**src/rtl/clock_switch_ctrl_if.sv**
```systemverilog
// Request channel from housekeeping into clock_switch_ctrl.
// Handshake: the master holds req_valid and the payload (req_use_pll, req_sel,
// req_sel2, settle_cycles) stable until a rising edge where req_valid and
// req_ready are both high; that edge is the transfer. req_ready is only high
// while the controller is idle, and req_valid is ignored whenever it is low.
interface clock_switch_ctrl_if #(
    parameter int SETTLE_W = 16
);
    logic                req_valid;
    logic                req_ready;
    logic                req_use_pll;
    logic [2:0]          req_sel;
    logic [2:0]          req_sel2;
    logic [SETTLE_W-1:0] settle_cycles;

    modport master (
        output req_valid, req_use_pll, req_sel, req_sel2, settle_cycles,
        input  req_ready
    );

    modport slave (
        input  req_valid, req_use_pll, req_sel, req_sel2, settle_cycles,
        output req_ready
    );
endinterface

```
**src/rtl/clock_switch_ctrl.sv**
```systemverilog
// clock_switch_ctrl: sequences a runtime reprogramming of the core clocking
// block from the always-present pad clock: hold reset, park on the external
// clock, load dividers, wait for the PLL, switch, release reset.
// Optional build macro CLKSW_LOCK_CHECK_EN: SETTLE exits early on pll_lock
// and a settle timeout skips the switch and raises the sticky err flag.
// All outputs are registered from the current state, so each output change
// appears one edge after the state that causes it.
module clock_switch_ctrl #(
    parameter int SETTLE_W    = 16,
    parameter int HOLD_CYCLES = 4
) (
    input  logic                ext_clk,
    input  logic                resetb,
    clock_switch_ctrl_if.slave  req,
    input  logic                pll_lock,
    output logic                ext_clk_sel,
    output logic [2:0]          sel,
    output logic [2:0]          sel2,
    output logic                ext_reset,
    output logic                busy,
    output logic                done,
    output logic                err,
    output logic [2:0]          state_dbg
);
    typedef enum logic [2:0] {
        IDLE       = 3'd0,
        ASSERT_RST = 3'd1,
        TO_EXT     = 3'd2,
        PROGRAM    = 3'd3,
        SETTLE     = 3'd4,
        SWITCH     = 3'd5,
        RELEASE    = 3'd6
    } state_t;

    // Counters are loaded with (duration - 1) on entry and leave at zero.
    localparam logic [SETTLE_W-1:0] HOLD_LOAD  = SETTLE_W'(HOLD_CYCLES - 1);
    localparam logic [SETTLE_W-1:0] DRAIN_LOAD = SETTLE_W'(3);

    state_t              state_q, state_d;
    logic [SETTLE_W-1:0] cnt_q, cnt_d;
    logic                cap_use_pll_q, cap_use_pll_d;
    logic [2:0]          cap_sel_q, cap_sel_d;
    logic [2:0]          cap_sel2_q, cap_sel2_d;
    logic [SETTLE_W-1:0] cap_settle_q, cap_settle_d;
    logic                ext_clk_sel_q, ext_clk_sel_d;
    logic [2:0]          sel_q, sel_d;
    logic [2:0]          sel2_q, sel2_d;
    logic                ext_reset_q, ext_reset_d;
    logic                busy_q, busy_d;
    logic                done_q, done_d;
    logic                err_q, err_d;
    logic                req_ready_q, req_ready_d;
    logic                accept;
    logic                in_seq;

`ifndef CLKSW_LOCK_CHECK_EN
    // Lock indicator is only consulted by the lock-checking build.
    logic unused_pll_lock;
    assign unused_pll_lock = pll_lock;
`endif

    // Next-state, capture and registered-output computation.
    always_comb begin
        state_d       = state_q;
        cnt_d         = cnt_q;
        cap_use_pll_d = cap_use_pll_q;
        cap_sel_d     = cap_sel_q;
        cap_sel2_d    = cap_sel2_q;
        cap_settle_d  = cap_settle_q;
        err_d         = err_q;
        accept        = req.req_valid && req_ready_q;

        case (state_q)
            IDLE: begin
                if (accept) begin
                    state_d       = ASSERT_RST;
                    cnt_d         = HOLD_LOAD;
                    cap_use_pll_d = req.req_use_pll;
                    cap_sel_d     = req.req_sel;
                    cap_sel2_d    = req.req_sel2;
                    cap_settle_d  = req.settle_cycles;
                    err_d         = 1'b0;
                end
            end
            ASSERT_RST: begin
                if (cnt_q == '0) begin
                    state_d = TO_EXT;
                    cnt_d   = DRAIN_LOAD;
                end else begin
                    cnt_d = cnt_q - SETTLE_W'(1);
                end
            end
            TO_EXT: begin
                if (cnt_q == '0) state_d = PROGRAM;
                else             cnt_d   = cnt_q - SETTLE_W'(1);
            end
            PROGRAM: begin
                if (cap_use_pll_q) begin
                    state_d = SETTLE;
                    // A settle request of zero still waits one cycle.
                    cnt_d   = (cap_settle_q == '0) ? '0 : cap_settle_q - SETTLE_W'(1);
                end else begin
                    state_d = RELEASE;
                end
            end
            SETTLE: begin
`ifdef CLKSW_LOCK_CHECK_EN
                if (pll_lock) begin
                    state_d = SWITCH;
                    cnt_d   = DRAIN_LOAD;
                end else if (cnt_q == '0) begin
                    // No lock in time: stay on the external clock.
                    state_d = RELEASE;
                    err_d   = 1'b1;
                end else begin
                    cnt_d = cnt_q - SETTLE_W'(1);
                end
`else
                if (cnt_q == '0) begin
                    state_d = SWITCH;
                    cnt_d   = DRAIN_LOAD;
                end else begin
                    cnt_d = cnt_q - SETTLE_W'(1);
                end
`endif
            end
            SWITCH: begin
                if (cnt_q == '0) state_d = RELEASE;
                else             cnt_d   = cnt_q - SETTLE_W'(1);
            end
            RELEASE: state_d = IDLE;
            default: state_d = IDLE;
        endcase

        in_seq = state_q inside {ASSERT_RST, TO_EXT, PROGRAM, SETTLE, SWITCH};

        ext_reset_d   = in_seq;
        busy_d        = in_seq;
        done_d        = (state_q == RELEASE);
        req_ready_d   = (state_q == IDLE) && !accept;
        ext_clk_sel_d = ext_clk_sel_q;
        sel_d         = sel_q;
        sel2_d        = sel2_q;
        if (state_q == TO_EXT) ext_clk_sel_d = 1'b1;
        if (state_q == SWITCH) ext_clk_sel_d = 1'b0;
        if (state_q == PROGRAM) begin
            sel_d  = cap_sel_q;
            sel2_d = cap_sel2_q;
        end
    end

    // State, capture and output registers; reset parks on the external clock.
    always_ff @(posedge ext_clk) begin
        if (!resetb) begin
            state_q       <= IDLE;
            cnt_q         <= '0;
            cap_use_pll_q <= 1'b0;
            cap_sel_q     <= 3'd0;
            cap_sel2_q    <= 3'd0;
            cap_settle_q  <= '0;
            ext_clk_sel_q <= 1'b1;
            sel_q         <= 3'd0;
            sel2_q        <= 3'd0;
            ext_reset_q   <= 1'b0;
            busy_q        <= 1'b0;
            done_q        <= 1'b0;
            err_q         <= 1'b0;
            req_ready_q   <= 1'b0;
        end else begin
            state_q       <= state_d;
            cnt_q         <= cnt_d;
            cap_use_pll_q <= cap_use_pll_d;
            cap_sel_q     <= cap_sel_d;
            cap_sel2_q    <= cap_sel2_d;
            cap_settle_q  <= cap_settle_d;
            ext_clk_sel_q <= ext_clk_sel_d;
            sel_q         <= sel_d;
            sel2_q        <= sel2_d;
            ext_reset_q   <= ext_reset_d;
            busy_q        <= busy_d;
            done_q        <= done_d;
            err_q         <= err_d;
            req_ready_q   <= req_ready_d;
        end
    end

    assign req.req_ready = req_ready_q;
    assign ext_clk_sel   = ext_clk_sel_q;
    assign sel           = sel_q;
    assign sel2          = sel2_q;
    assign ext_reset     = ext_reset_q;
    assign busy          = busy_q;
    assign done          = done_q;
    assign err           = err_q;
    assign state_dbg     = state_q;
endmodule

```
**src/flat_wrapper.sv**
```systemverilog
// flat-port wrapper written by rule: the top's interface ports become plain ports
module clock_switch_ctrl_flat 
#(
    parameter int SETTLE_W    = 16,
    parameter int HOLD_CYCLES = 4
)
  (ext_clk, resetb, pll_lock, ext_clk_sel, sel, sel2, ext_reset, busy, done, err, state_dbg, req_req_valid, req_req_use_pll, req_req_sel, req_req_sel2, req_settle_cycles, req_req_ready);
  clock_switch_ctrl_if #(.SETTLE_W(SETTLE_W)) req_i ();
  input  logic ext_clk;
  input  logic resetb;
  input  logic pll_lock;
  output logic ext_clk_sel;
  output logic [2:0] sel;
  output logic [2:0] sel2;
  output logic ext_reset;
  output logic busy;
  output logic done;
  output logic err;
  output logic [2:0] state_dbg;
  input wire logic [$bits(req_i.req_valid)-1:0] req_req_valid;
  input wire logic [$bits(req_i.req_use_pll)-1:0] req_req_use_pll;
  input wire logic [$bits(req_i.req_sel)-1:0] req_req_sel;
  input wire logic [$bits(req_i.req_sel2)-1:0] req_req_sel2;
  input wire logic [$bits(req_i.settle_cycles)-1:0] req_settle_cycles;
  output wire logic [$bits(req_i.req_ready)-1:0] req_req_ready;
  assign req_i.req_valid = req_req_valid;
  assign req_i.req_use_pll = req_req_use_pll;
  assign req_i.req_sel = req_req_sel;
  assign req_i.req_sel2 = req_req_sel2;
  assign req_i.settle_cycles = req_settle_cycles;
  assign req_req_ready = req_i.req_ready;
  clock_switch_ctrl #(.SETTLE_W(SETTLE_W), .HOLD_CYCLES(HOLD_CYCLES)) u_core (.ext_clk(ext_clk), .resetb(resetb), .req(req_i), .pll_lock(pll_lock), .ext_clk_sel(ext_clk_sel), .sel(sel), .sel2(sel2), .ext_reset(ext_reset), .busy(busy), .done(done), .err(err), .state_dbg(state_dbg));
endmodule
```
**config.mk**
```make
export PLATFORM = sky130hd
export DESIGN_NAME = clock_switch_ctrl_flat
export DESIGN_NICKNAME = d
export VERILOG_FILES = /design/src/rtl/clock_switch_ctrl_if.sv /design/src/rtl/clock_switch_ctrl.sv /design/src/flat_wrapper.sv
export SDC_FILE = /design/constraint.sdc
export NUM_CORES = 1
export LEC_CHECK = 0
export CAP_MARGIN = 20
export CORE_ASPECT_RATIO = 1.4
export CORE_MARGIN = 4
export CORE_UTILIZATION = 54
export CTS_CLUSTER_DIAMETER = 80
export DETAILED_ROUTE_END_ITERATION = 8
export GPL_TIMING_DRIVEN = 0
export PLACE_DENSITY = 0.83
export REMOVE_ABC_BUFFERS = 1
export SLEW_MARGIN = 30
export SYNTH_ARGS = -nofsm -noshare
export SYNTH_HDL_FRONTEND = slang
export SYNTH_SLANG_ARGS = --single-unit
```
**constraint.sdc**
```tcl
create_clock -name ext_clk -period 3.2 [get_ports ext_clk]
set_clock_uncertainty 0.2 [all_clocks]
set_input_delay 0.96 -clock ext_clk [delete_from_list [all_inputs] [get_ports ext_clk]]
set_output_delay 0.96 -clock ext_clk [all_outputs]
set_load 0.01 [all_outputs]
```
; After elaboration in Yosys (flattened, before gate mapping)
; Index checks and enable logic that the tools add are counted.
[word_totals]
register_bits = 52
in_bits = 27
out_inout_bits = 15
[classes]
mux = 15
add_sub_neg = 2
reduce_logical = 14
n_eq_ne = 13
[ops]
columns = operator, n
row1 = 16-bit 2-to-1 mux, 5
row2 = 16-bit case mux with 4 select lines, 1
row3 = 16-bit zero test, 2
row4 = 16-bit by 1-bit subtractor with 16-bit output (second input constant), 2
row5 = 3-bit case mux with 6 select lines, 1
row6 = 3-bit 2-to-1 mux, 5
row7 = 2-bit by 1-bit inequality test with 1-bit output (second input constant), 6
row8 = 3-bit equality test (second input constant), 3
row9 = 3-bit by 2-bit equality test with 1-bit output (second input constant), 2
row10 = 5-bit AND reduction, 1
row11 = 5-bit nonzero test, 1
row12 = 4-bit AND reduction, 1
row13 = 4-bit nonzero test, 1
row14 = 2-bit OR reduction, 2
row15 = 3-bit by 1-bit equality test with 1-bit output (second input constant), 1
row16 = 3-bit zero test, 1
row17 = 1-bit logical AND, 2
row18 = 1-bit 2-to-1 mux, 2
row19 = 2-bit 2-to-1 mux, 1
row20 = 2-bit inequality test (second input constant), 1
row21 = 2-bit AND reduction, 1
row22 = 2-bit nonzero test, 1
row23 = 1-bit zero test, 1

; Longest topological paths before layout
; Gate-level depths: netlist of run 1.
[depth]
depth_word = 4
depth_mapped = 8

; Least setup slack after synthesis of run 1
; Ideal clock, no wire load.
[synth_path]
path_kind = reg2reg
start = register u_core.cnt_q[0]
end = register u_core.cnt_q[5]
stages_incl_launch_ff = 8
arrival_ns = 1.901
setup_slack_ns = 0.974
n_path_buf = 0
required_ns = 2.875
path_cell_list = dfxtp_1 inv_1 ha_1 or3b_2 nor4_4 a21oi_2 a32oi_1 o22ai_1
[synth_between]
elab_chain_len = 3
[synth_lines]
columns = element, line
row1 = "start, declared", clock_switch_ctrl.sv:40  ; logic [SETTLE_W-1:0] cnt_q, cnt_d;
row2 = "start signal, assigned", clock_switch_ctrl.sv:171  ; cnt_q <= cnt_d;
row3 = 16-bit by 1-bit subtractor with 16-bit output or 16-bit zero test (tied branches), n/a
row4 = "16-bit 2-to-1 mux, or another cell as far along", "clock_switch_ctrl.sv:94, clock_switch_ctrl.sv:128"
row5 = 16-bit case mux with 4 select lines or 4-bit AND reduction (tied branches), n/a
; Several ways; a longest one is shown, not always the timed one. The select of a mux whose other input is x is not followed.
; A chain may end at the register's enable or synchronous reset.

; Worst setup path in the final report of run 1
[layout_path]
start = register u_core.state_q[0], in the netlist u_core.state_dbg[0]
end = output state_dbg[0]
[layout_rtl]
columns = element, line
row1 = "start, declared", clock_switch_ctrl.sv:39  ; state_t state_q, state_d;
row2 = "start signal, assigned", clock_switch_ctrl.sv:170  ; state_q <= state_d;
row3 = "end, declared", flat_wrapper.sv:19  ; output logic [2:0] state_dbg;
; No word-level cell between the ends.

==> flow_summary.json, run 1 <==
{
  "drc_errors": 0,
  "drv_cap": 0,
  "boundaryPins": 42,
  "grt_max_degree": 39,
  "cts_root_buffer": "clkbuf_8",
  "avgRoutedWirePerCell_um": 15.1,
  "core_mm2": 0.00488,
  "grt_pass1_vias": 2425,
  "vias_per_cell": 5.99,
  "die_w_um": 68.1,
  "antenna_found_initial": 0,
  "min_path_cells": 2,
  "cp.depth": 1,
  "worst_path_max_delay_cell": "dfxtp_1",
  "groute.usage.overall_pct": 22.2,
  "critical_path_buf_inv_count": 1,
  "max_stage_delay_ns": 0.79,
  "rsz0062_at_grt": "false",
  "synthXorXnorAreaFrac_pct": 4.81,
  "grt-ovfl-total": 0,
  "status": "complete, no violations",
  "ys_seq_elements": 52,
  "yosysTopAreaCell": "dfxtp_1",
  "worst_pin_slew_ns": 0.915,
  "postLayoutCoreUtil_pct": 67.4,
  "cts_sinks": 52,
  "post-route-period-util_pct": 91.5,
  "layout_setup_ws_ns": 0.271,
  "ctsResizeCount": 0,
  "drt_iter0_markers": 221,
  "vdd_ir_drop_max_mv": 0.536,
  "synth_top_cell_area_share_pct": 38.1,
  "pre_cts_ws_ns": 0.0580,
  "gp_congestion": 0.933,
  "startpoint_type": "flop",
  "path_clk_slew_ns": 0.10,
  "cts_tree": "built",
  "numCtsBuffers": 5,
  "reg2reg_slack_ns": 0.38,
  "power_density_mw_per_mm2": 935,
  "drt-total-wl_mm": 6.59,
  "crit_required_ns": 2.04,
  "dieArea_mm2": 0.00627,
  "max_freq_mhz": 341,
  "synth_compound_area_share_pct": 24.2,
  "period_needed_ns": 2.93,
  "ys_seq_area_share_pct": 38.1,
  "synth_simple_gate_area_share_pct": 26.2,
  "syn2layout_area_growth_pct": 20.5,
  "io_buffer_count": 39,
  "setup_viol": 0,
  "crit_start": "u_core.state_dbg[0]",
  "netlist_area_mm2": 0.00273,
  "finalPower_mw": 3.07,
  "cts_buffer_depth": 2,
  "min_path_type": "reg -> reg",
  "clock_latency_ns": 0.30,
  "syn_inst": 346,
  "netlist_top_cells_area": "dfxtp_1 38%, nand2_1 9.4%, a21oi_1 7.0%, o2bb2ai_1 4.2%, xnor2_1 3.9%",
  "dpl.hpwl_mm": 4.56,
  "vias": 2616,
  "muxShareOfSynthArea_pct": 0,
  "rr_startpoint": "u_core.state_dbg[1]",
  "hp-start": "u_core.sel2[2]",
  "slew_headroom_pct": 38.4,
  "r2r_cells": 5,
  "leakagePower_nw": 1.13,
  "avgSynthCellArea_um2": 7.89,
  "arrival_ns": 1.77,
  "drv_slew": 0,
  "grt_pass1_wl_mm": 11.0,
  "final_nets": 402,
  "h-tree-depth": 2,
  "die_y_um": 92.1,
  "cts_hold_buffers": 0,
  "synth-adder-area-share_pct": 1.38,
  "cp_max_fo": 22,
  "worstPathCellList": "clkdlybuf4s50_1",
  "yosys_warnings": 0,
  "synth_top_family_by_area": "simple AND/OR/NAND/NOR gates",
  "post-cts-setup-buffers": 0,
  "n_antenna_cell": 0,
  "drive_gt1_share_pct": 6.17,
  "ys_types": 51,
  "worstSetupPathType": "reg -> out",
  "hold_viol": 0,
  "endpoint_kind": "primary output",
  "antenna_left": 0,
  "start_util_pct": 55.9,
  "path_delay_family": "flip-flops",
  "rows": 30,
  "dr.pass1.iters": 5
}
## layout make-up
| class | count | area, um^2 |
|---|---|---|
| clock buffer | 5 | 68.8 |
| clock inverter | 3 | 90.1 |
| fill | 429 | 1590 |
| inverter | 12 | 45.0 |
| multi-input combinational | 261 | 1560 |
| sequential | 52 | 1040 |
| tap | 64 | 80.1 |
| timing repair buffer | 40 | 402 |
## per-stage QoR
step | cell area (um^2) | setup TNS (ns) | hold slack [ns] | instances
2_1_floorplan | 2630 | 0 | 0.237 | 325
4_1_cts | 3280 | 0 | 0.261 | 437
3_5_place_dp | 3120 | 0 | 0.248 | 429
3_3_place_gp | 3100 | -0.995 | 0.244 | 428
6_report | 3290 | 0 | 0.258 | 437
5_1_grt | 3290 | 0 | 0.276 | 437
## logic make-up after synthesis
group,count (synthesis)
other,1
flip-flops,52
adder cells (fa/ha/maj),3
AO/OA/AOI/OAI,97
buffers and inverters,33
XOR/XNOR,15
AND/OR/NAND/NOR,145
## placed cells by master, fill, tap and decap left out, types with 3 or more instances in the layout
cell type	n
a21oi_1	37
nor2b_1	3
bufinv_16	3
o21ai_0	8
inv_1	11
ha_1	3
a32oi_1	4
nand3_1	13
nand2_1	68
clkbuf_8	5
a2bb2oi_1	5
o22ai_1	7
nand4_1	6
a22oi_1	8
xnor2_1	12
nor3b_1	3
nor2_1	16
nor3_1	9
o2bb2ai_1	13
xor2_1	3
or4_1	3
nor4_1	7
clkdlybuf4s50_1	39
dfxtp_1	52
## cells in the mapped netlist (all sizes together)
library cell / instances
o311ai: 1
or3: 1
a221oi: 3
or3b: 1
o22ai: 7
o2111ai: 1
nand3: 13
a21o: 1
a21oi: 39
nand4: 6
a32oi: 4
nor3: 10
xnor2: 12
nand4b: 1
inv: 12
dfxtp: 52
o211ai: 1
buf: 8
nor2: 17
nor4: 9
a31oi: 2
or4: 4
or2: 1
and3: 2
conb: 1
o2bb2ai: 13
a22oi: 8
nand2b: 2
nand2: 68
a2bb2oi: 5
nand3b: 1
nor2b: 3
xor2: 3
o21ai: 9
clkbuf: 13
and2: 1
nor4b: 1
o2111a: 1
ha: 3
a211oi: 2
nor3b: 3
and4: 1
## path summary, 6_finish.rpt
kind,endpoint
worst max-delay path,state_dbg[0]
worst min-delay path,u_core.sel2[2]
worst max register to register,u_core.cnt_q[0]
worst min register to register,u_core.sel2[2]
## power breakdown
group | switching [mW] | internal (mW)
logic | 0.939 | 0.632
clock network | 0.224 | 0.391
registers | 0.141 | 0.747
## sequential cells by signal, summed over array words and instances (netlist names)
signal,cells
u_core.ext_clk_sel,1
u_core.sel,3
u_core.cap_sel2_q,3
u_core.req.req_ready,1
u_core.ext_reset,1
u_core.cap_use_pll_q,1
u_core.cap_settle_q,16
u_core.cnt_q,16
u_core.cap_sel_q,3
u_core.done,1
u_core.state_dbg,3
u_core.sel2,3
## routing by layer
layer | wire, um | global-route usage (%)
met4 | 137 | 7.96
met3 | 304 | 4.29
met5 | 0 | 0
met2 | 3440 | 37.7
met1 | 2710 | 26.9
(Power assumes the default switching activity.)
==> run 2, diff against run 1 <==
--- a/config.mk
+++ b/config.mk
@@ -8,11 +8,11 @@
 export CAP_MARGIN = 20
 export CORE_ASPECT_RATIO = 1.4
 export CORE_MARGIN = 4
-export CORE_UTILIZATION = 54
+export CORE_UTILIZATION = 58
 export CTS_CLUSTER_DIAMETER = 80
 export DETAILED_ROUTE_END_ITERATION = 8
 export GPL_TIMING_DRIVEN = 0
-export PLACE_DENSITY = 0.83
+export PLACE_DENSITY = 0.88
 export REMOVE_ABC_BUFFERS = 1
 export SLEW_MARGIN = 30
 export SYNTH_ARGS = -nofsm -noshare
==> constraint.sdc (replaced) <==
create_clock -name ext_clk -period 3.8 [get_ports ext_clk]
set_clock_uncertainty 0.2 [all_clocks]
set_input_delay 1.14 -clock ext_clk [delete_from_list [all_inputs] [get_ports ext_clk]]
set_output_delay 1.14 -clock ext_clk [all_outputs]
set_load 0.01 [all_outputs]
==> run 2 against run 1 <==
Effect of this change:
- total power down 22%
- critical path type unchanged
- count of clock-buffer cells in the layout stayed put
- combinational power shrank 17%
- critical endpoint unchanged
- setup slack better by 0.43 ns
- largest cell class unchanged
==> flow_summary.json, run 2 (synthesis gave the netlist of run 1 again) <==
{
  "vias": 2681,
  "core_mm2": 0.00454,
  "critical_path_buf_inv_count": 1,
  "rows": 29,
  "power_density_mw_per_mm2": 744,
  "dieArea_mm2": 0.00588,
  "max_freq_mhz": 323,
  "drc_errors": 0,
  "reg2reg_slack_ns": 0.75,
  "cts_root_buffer": "clkbuf_8",
  "die_y_um": 89.2,
  "clock_latency_ns": 0.31,
  "rsz0062_at_grt": "false",
  "vdd_ir_drop_max_mv": 0.352,
  "grt_max_degree": 39,
  "dr.pass1.iters": 5,
  "min_path_type": "reg -> reg",
  "drt-met1-wl_mm": 2.61,
  "path_delay_family": "flip-flops",
  "crit_required_ns": 2.46,
  "startpoint_type": "flop",
  "topRoutingLayerUsed": "met4",
  "worstSetupPathType": "reg -> out",
  "wl_met2_mm": 3.41,
  "grt_pass1_wl_mm": 11.2,
  "cp_max_fo": 22,
  "groute.usage.overall_pct": 23.8,
  "n_antenna_cell": 0,
  "cts_tree": "built",
  "die_w_um": 66.0,
  "boundaryPins": 42,
  "worstPathCellList": "clkdlybuf4s50_1",
  "drv_slew": 0,
  "top_regs": "u_core.cap_settle_q x16, u_core.cnt_q x16",
  "vias_per_cell": 6.16,
  "post-route-period-util_pct": 81.6,
  "syn2layout_area_growth_pct": 17.8,
  "postLayoutCoreUtil_pct": 70.9,
  "endpoint_kind": "primary output",
  "layout_common_cells": "68 x nand2_1, 52 x dfxtp_1, 39 x clkdlybuf4s50_1",
  "max_stage_delay_ns": 0.78,
  "ctsResizeCount": 0,
  "leakagePower_nw": 1.10,
  "start_util_pct": 60.2,
  "cts_hold_buffers": 0,
  "final_common_cell": "nand2_1",
  "post-cts-setup-buffers": 0,
  "avgRoutedWirePerCell_um": 15.2,
  "grt-ovfl-total": 0,
  "finalSetupTns_ns": 0,
  "drive_gt1_share_pct": 6.17,
  "dpl.hpwl_mm": 4.54,
  "period_needed_ns": 3.10,
  "setup_viol": 0,
  "slew_headroom_pct": 40.0,
  "cts_buffer_depth": 2,
  "drt_iter0_markers": 216,
  "io_buffer_count": 39,
  "final_nets": 402,
  "grt_pass1_vias": 2443,
  "antenna_found_initial": 0,
  "antenna_left": 0,
  "drv_cap": 0,
  "route.met3.wl_um": 433,
  "drt-total-wl_mm": 6.60,
  "h-tree-depth": 2,
  "hold_viol": 0,
  "worst_path_max_delay_cell": "dfxtp_1",
  "gp_congestion": 0.929,
  "numCtsBuffers": 5,
  "cts_sinks": 52,
  "status": "complete, no violations",
  "arrival_ns": 1.76,
  "worst_pin_slew_ns": 0.891,
  "path_clk_slew_ns": 0.10
}
==> run 2: cell types whose count changed in the layout (fill, tap and decap cells not counted) <==
cell | previous run | this run
bufinv_16 | 3 | 0
inv_6 | 0 | 2
a21oi_2 | 1 | 2
a21oi_4 | 1 | 0
clkinv_4 | 0 | 1
==> run 2: final cells by class <==
cell class              instances  area [um^2]
clock inverters                 3         26.3
flip-flops and latches         52         1040
fillers                       372         1320
inverters                      12         45.0
clock buffers                   5         68.8
well taps                      62         77.6
repair buffers                 40          402
multi-input cells             261         1550
==> run 2: stage by stage <==
stage	area [um^2]	total power, mW	hold WS (ns)	setup WS (ns)	cells
CTS	3210	2.37	0.263	0.705	435
global route	3210	2.56	0.288	0.545	435
floorplan	2630	1.69	0.237	1.17	325
detailed placement	3120	2.03	0.247	0.446	427
finish	3210	2.39	0.263	0.700	435
global placement	3100	1.99	0.242	0.143	426
==> run 2: per-layer routing <==
layer	global-route usage (%)	vias to the layer above
li1	-	1303
met1	28.4	1253
met2	42.0	106
met3	5.03	19
met4	8.87	0
met5	0	-
==> run 2: path summary, 6_finish.rpt <==
kind,start,end,cells past startpoint
max,u_core.state_dbg[0],state_dbg[0],1
max reg2reg,u_core.state_dbg[1],u_core.cnt_q[1],5
min reg2reg,u_core.cap_sel_q[0],u_core.cap_sel_q[0],2
min,u_core.cap_sel_q[0],u_core.cap_sel_q[0],2
==> run 2: report_power, final <==
group          switching (mW)  internal (mW)  leakage (nW)
Clock                   0.199          0.136        0.0491
Sequential              0.119          0.629         0.422
Combinational           0.778          0.531         0.631
==> run 3, diff against run 2 <==
--- a/config.mk
+++ b/config.mk
@@ -8,11 +8,11 @@
 export CAP_MARGIN = 20
 export CORE_ASPECT_RATIO = 1.4
 export CORE_MARGIN = 4
-export CORE_UTILIZATION = 58
+export CORE_UTILIZATION = 48
 export CTS_CLUSTER_DIAMETER = 80
 export DETAILED_ROUTE_END_ITERATION = 8
 export GPL_TIMING_DRIVEN = 0
-export PLACE_DENSITY = 0.88
+export PLACE_DENSITY = 0.78
 export REMOVE_ABC_BUFFERS = 1
 export SLEW_MARGIN = 30
 export SYNTH_ARGS = -nofsm -noshare
==> constraint.sdc (replaced) <==
create_clock -name ext_clk -period 2.6 [get_ports ext_clk]
set_clock_uncertainty 0.2 [all_clocks]
set_input_delay 0.78 -clock ext_clk [delete_from_list [all_inputs] [get_ports ext_clk]]
set_output_delay 0.78 -clock ext_clk [all_outputs]
set_load 0.01 [all_outputs]
==> run 3 against run 2 <==
Effect of this change:
- setup slack lost 0.66 ns
- cell count grew 3.0%
- hold slack lost 0.00054 ns
- register-to-register slack lost 0.60 ns
- die area grew 19%
- via count shrank 0.82%
- total power grew 58%
- flip-flop and latch count is the same
- largest cell class unchanged
- largest power group unchanged
==> flow_summary.json, run 3 (synthesis gave the netlist of run 1 again) <==
{
  "status": "complete, no violations",
  "r2r_cells": 7,
  "num-fill-cells": 514,
  "dieArea_mm2": 0.00697,
  "drc_errors": 0,
  "dpl.hpwl_mm": 4.64,
  "layout_setup_ws_ns": 0.0433,
  "max_freq_mhz": 391,
  "top_regs": "u_core.cap_settle_q x16, u_core.cnt_q x16",
  "start_util_pct": 49.4,
  "r2r_end": "u_core.cnt_q[8]",
  "worstPathCellList": "dlygate4sd2_1 -> inv_2 -> or2_2 -> o22ai_1",
  "critical_path_buf_inv_count": 2,
  "grt_max_degree": 39,
  "final_nets": 409,
  "grt_pass1_vias": 2510,
  "drv_cap": 0,
  "arrival_ns": 2.58,
  "reg2reg_slack_ns": 0.15,
  "die_y_um": 97.2,
  "drt-total-wl_mm": 6.79,
  "final_common_cell": "nand2_1",
  "layout_common_cells": "68 x nand2_1, 51 x dfxtp_1, 38 x clkdlybuf4s50_1",
  "cp_max_fo": 38,
  "power_density_mw_per_mm2": 1140,
  "dr.pass1.iters": 5,
  "leakagePower_nw": 1.16,
  "drive_gt1_share_pct": 8.42,
  "path_clk_slew_ns": 0.10,
  "avgRoutedWirePerCell_um": 15.2,
  "antenna_found_initial": 0,
  "cts_buffer_depth": 2,
  "rr_startpoint": "u_core.cnt_q[0]",
  "fin_area_mm2": 0.00332,
  "rows": 32,
  "n_antenna_cell": 0,
  "core_mm2": 0.00553,
  "period_needed_ns": 2.56,
  "drv_slew": 0,
  "worst_pin_slew_ns": 0.934,
  "worst_path_max_delay_cell": "dlygate4sd2_1",
  "cts_tree": "built",
  "min_path_cells": 2,
  "vias_per_cell": 5.94,
  "grt-ovfl-total": 0,
  "crit_required_ns": 2.62,
  "setup_viol": 0,
  "clock_latency_ns": 0.31,
  "io_buffer_count": 39,
  "cts_hold_buffers": 0,
  "startpoint_type": "input port",
  "gp_congestion": 0.969,
  "path_delay_family": "buffers and inverters",
  "drt_iter0_markers": 265,
  "slew_headroom_pct": 37.1,
  "placed_cell_area_mm2": 0.00312,
  "cts_root_buffer": "clkbuf_8",
  "worstSetupPathType": "in -> reg",
  "boundaryPins": 42,
  "grt_pass1_wl_mm": 11.4,
  "min_path_type": "reg -> reg",
  "groute.usage.overall_pct": 19.7,
  "max_stage_delay_ns": 0.70,
  "syn2layout_area_growth_pct": 21.8,
  "numCtsBuffers": 5,
  "hp-start": "u_core.cap_sel2_q[0]",
  "cts_sinks": 52,
  "antenna_left": 0,
  "vdd_ir_drop_max_mv": 0.558,
  "worstHoldEndpoint": "u_core.cap_sel2_q[0]",
  "vias": 2659,
  "post-route-period-util_pct": 98.3,
  "postLayoutCoreUtil_pct": 60.1,
  "pre_cts_ws_ns": -0.394,
  "h-tree-depth": 2,
  "endpoint_kind": "flop",
  "hold_viol": 0,
  "holdWs_ns": 0.263,
  "die_w_um": 71.7
}
## run 3: final cells by class
class | count | area [um^2] | share of cell area [%]
Sequential cell | 52 | 1040 | 31.4
Clock buffer | 5 | 68.8 | 2.07
Tap cell | 68 | 85.1 | 2.56
Inverter | 12 | 45.0 | 1.36
Timing Repair Buffer | 47 | 462 | 13.9
Multi-Input combinational cell | 261 | 1580 | 47.5
Clock inverter | 3 | 42.5 | 1.28
## run 3: worst max-delay path by stage
stage                             start                to  slack (ns)  cells past startpoint
global route                     resetb  u_core.cnt_q[14]      -0.001                      4
CTS                 u_core.state_dbg[1]   u_core.cnt_q[0]        0.06                      5
global placement    u_core.state_dbg[1]   u_core.cnt_q[0]       -0.76                      5
finish                           resetb  u_core.cnt_q[14]        0.04                      4
floorplan           u_core.state_dbg[1]   u_core.cnt_q[0]       -0.03                      5
detailed placement               resetb  u_core.cnt_q[14]       -0.39                      4
## run 3: repair_timing
item | 4_1_cts | 5_1_grt
pin swaps | 2 | 2
gates cloned | 0 | 0
setup endpoints to repair | 17 | 16
setup buffers | 3 | 5
resized for setup | 5 | 1
## run 3: worst register-to-register path, cell delays in order, from the launching register on
cell       delay [ns]
dfxtp_1          0.36
inv_1            0.13
ha_1             0.22
or3b_2           0.52
nor2_1           0.38
o311ai_0         0.27
a2bb2oi_1        0.18
o2bb2ai_1        0.13
## run 3: where the power goes
part	internal, mW	leakage [nW]	switching (mW)
combinational	0.914	0.682	1.19
clock	0.285	0.0541	0.284
sequential	0.921	0.422	0.174
total	2.12	1.16	1.65
## run 3: routing by layer
metal | track usage [%] | vias to the layer above | routed length [um]
li1 | - | 1314 | -
met1 | 24.0 | 1244 | 2840
met2 | 33.3 | 86 | 3410
met3 | 3.52 | 15 | 351
met4 | 8.54 | 0 | 189
met5 | 0 | - | 0
## run 3: per-stage QoR
step / cells / total power [mW] / TNS (ns)
detailed placement: 432 / 2.96 / -7.47
finish: 448 / 3.77 / 0
global placement: 432 / 2.92 / -24.72
global route: 448 / 4.04 / -0.00122
CTS: 443 / 3.65 / 0
floorplan: 325 / 2.47 / -0.0343
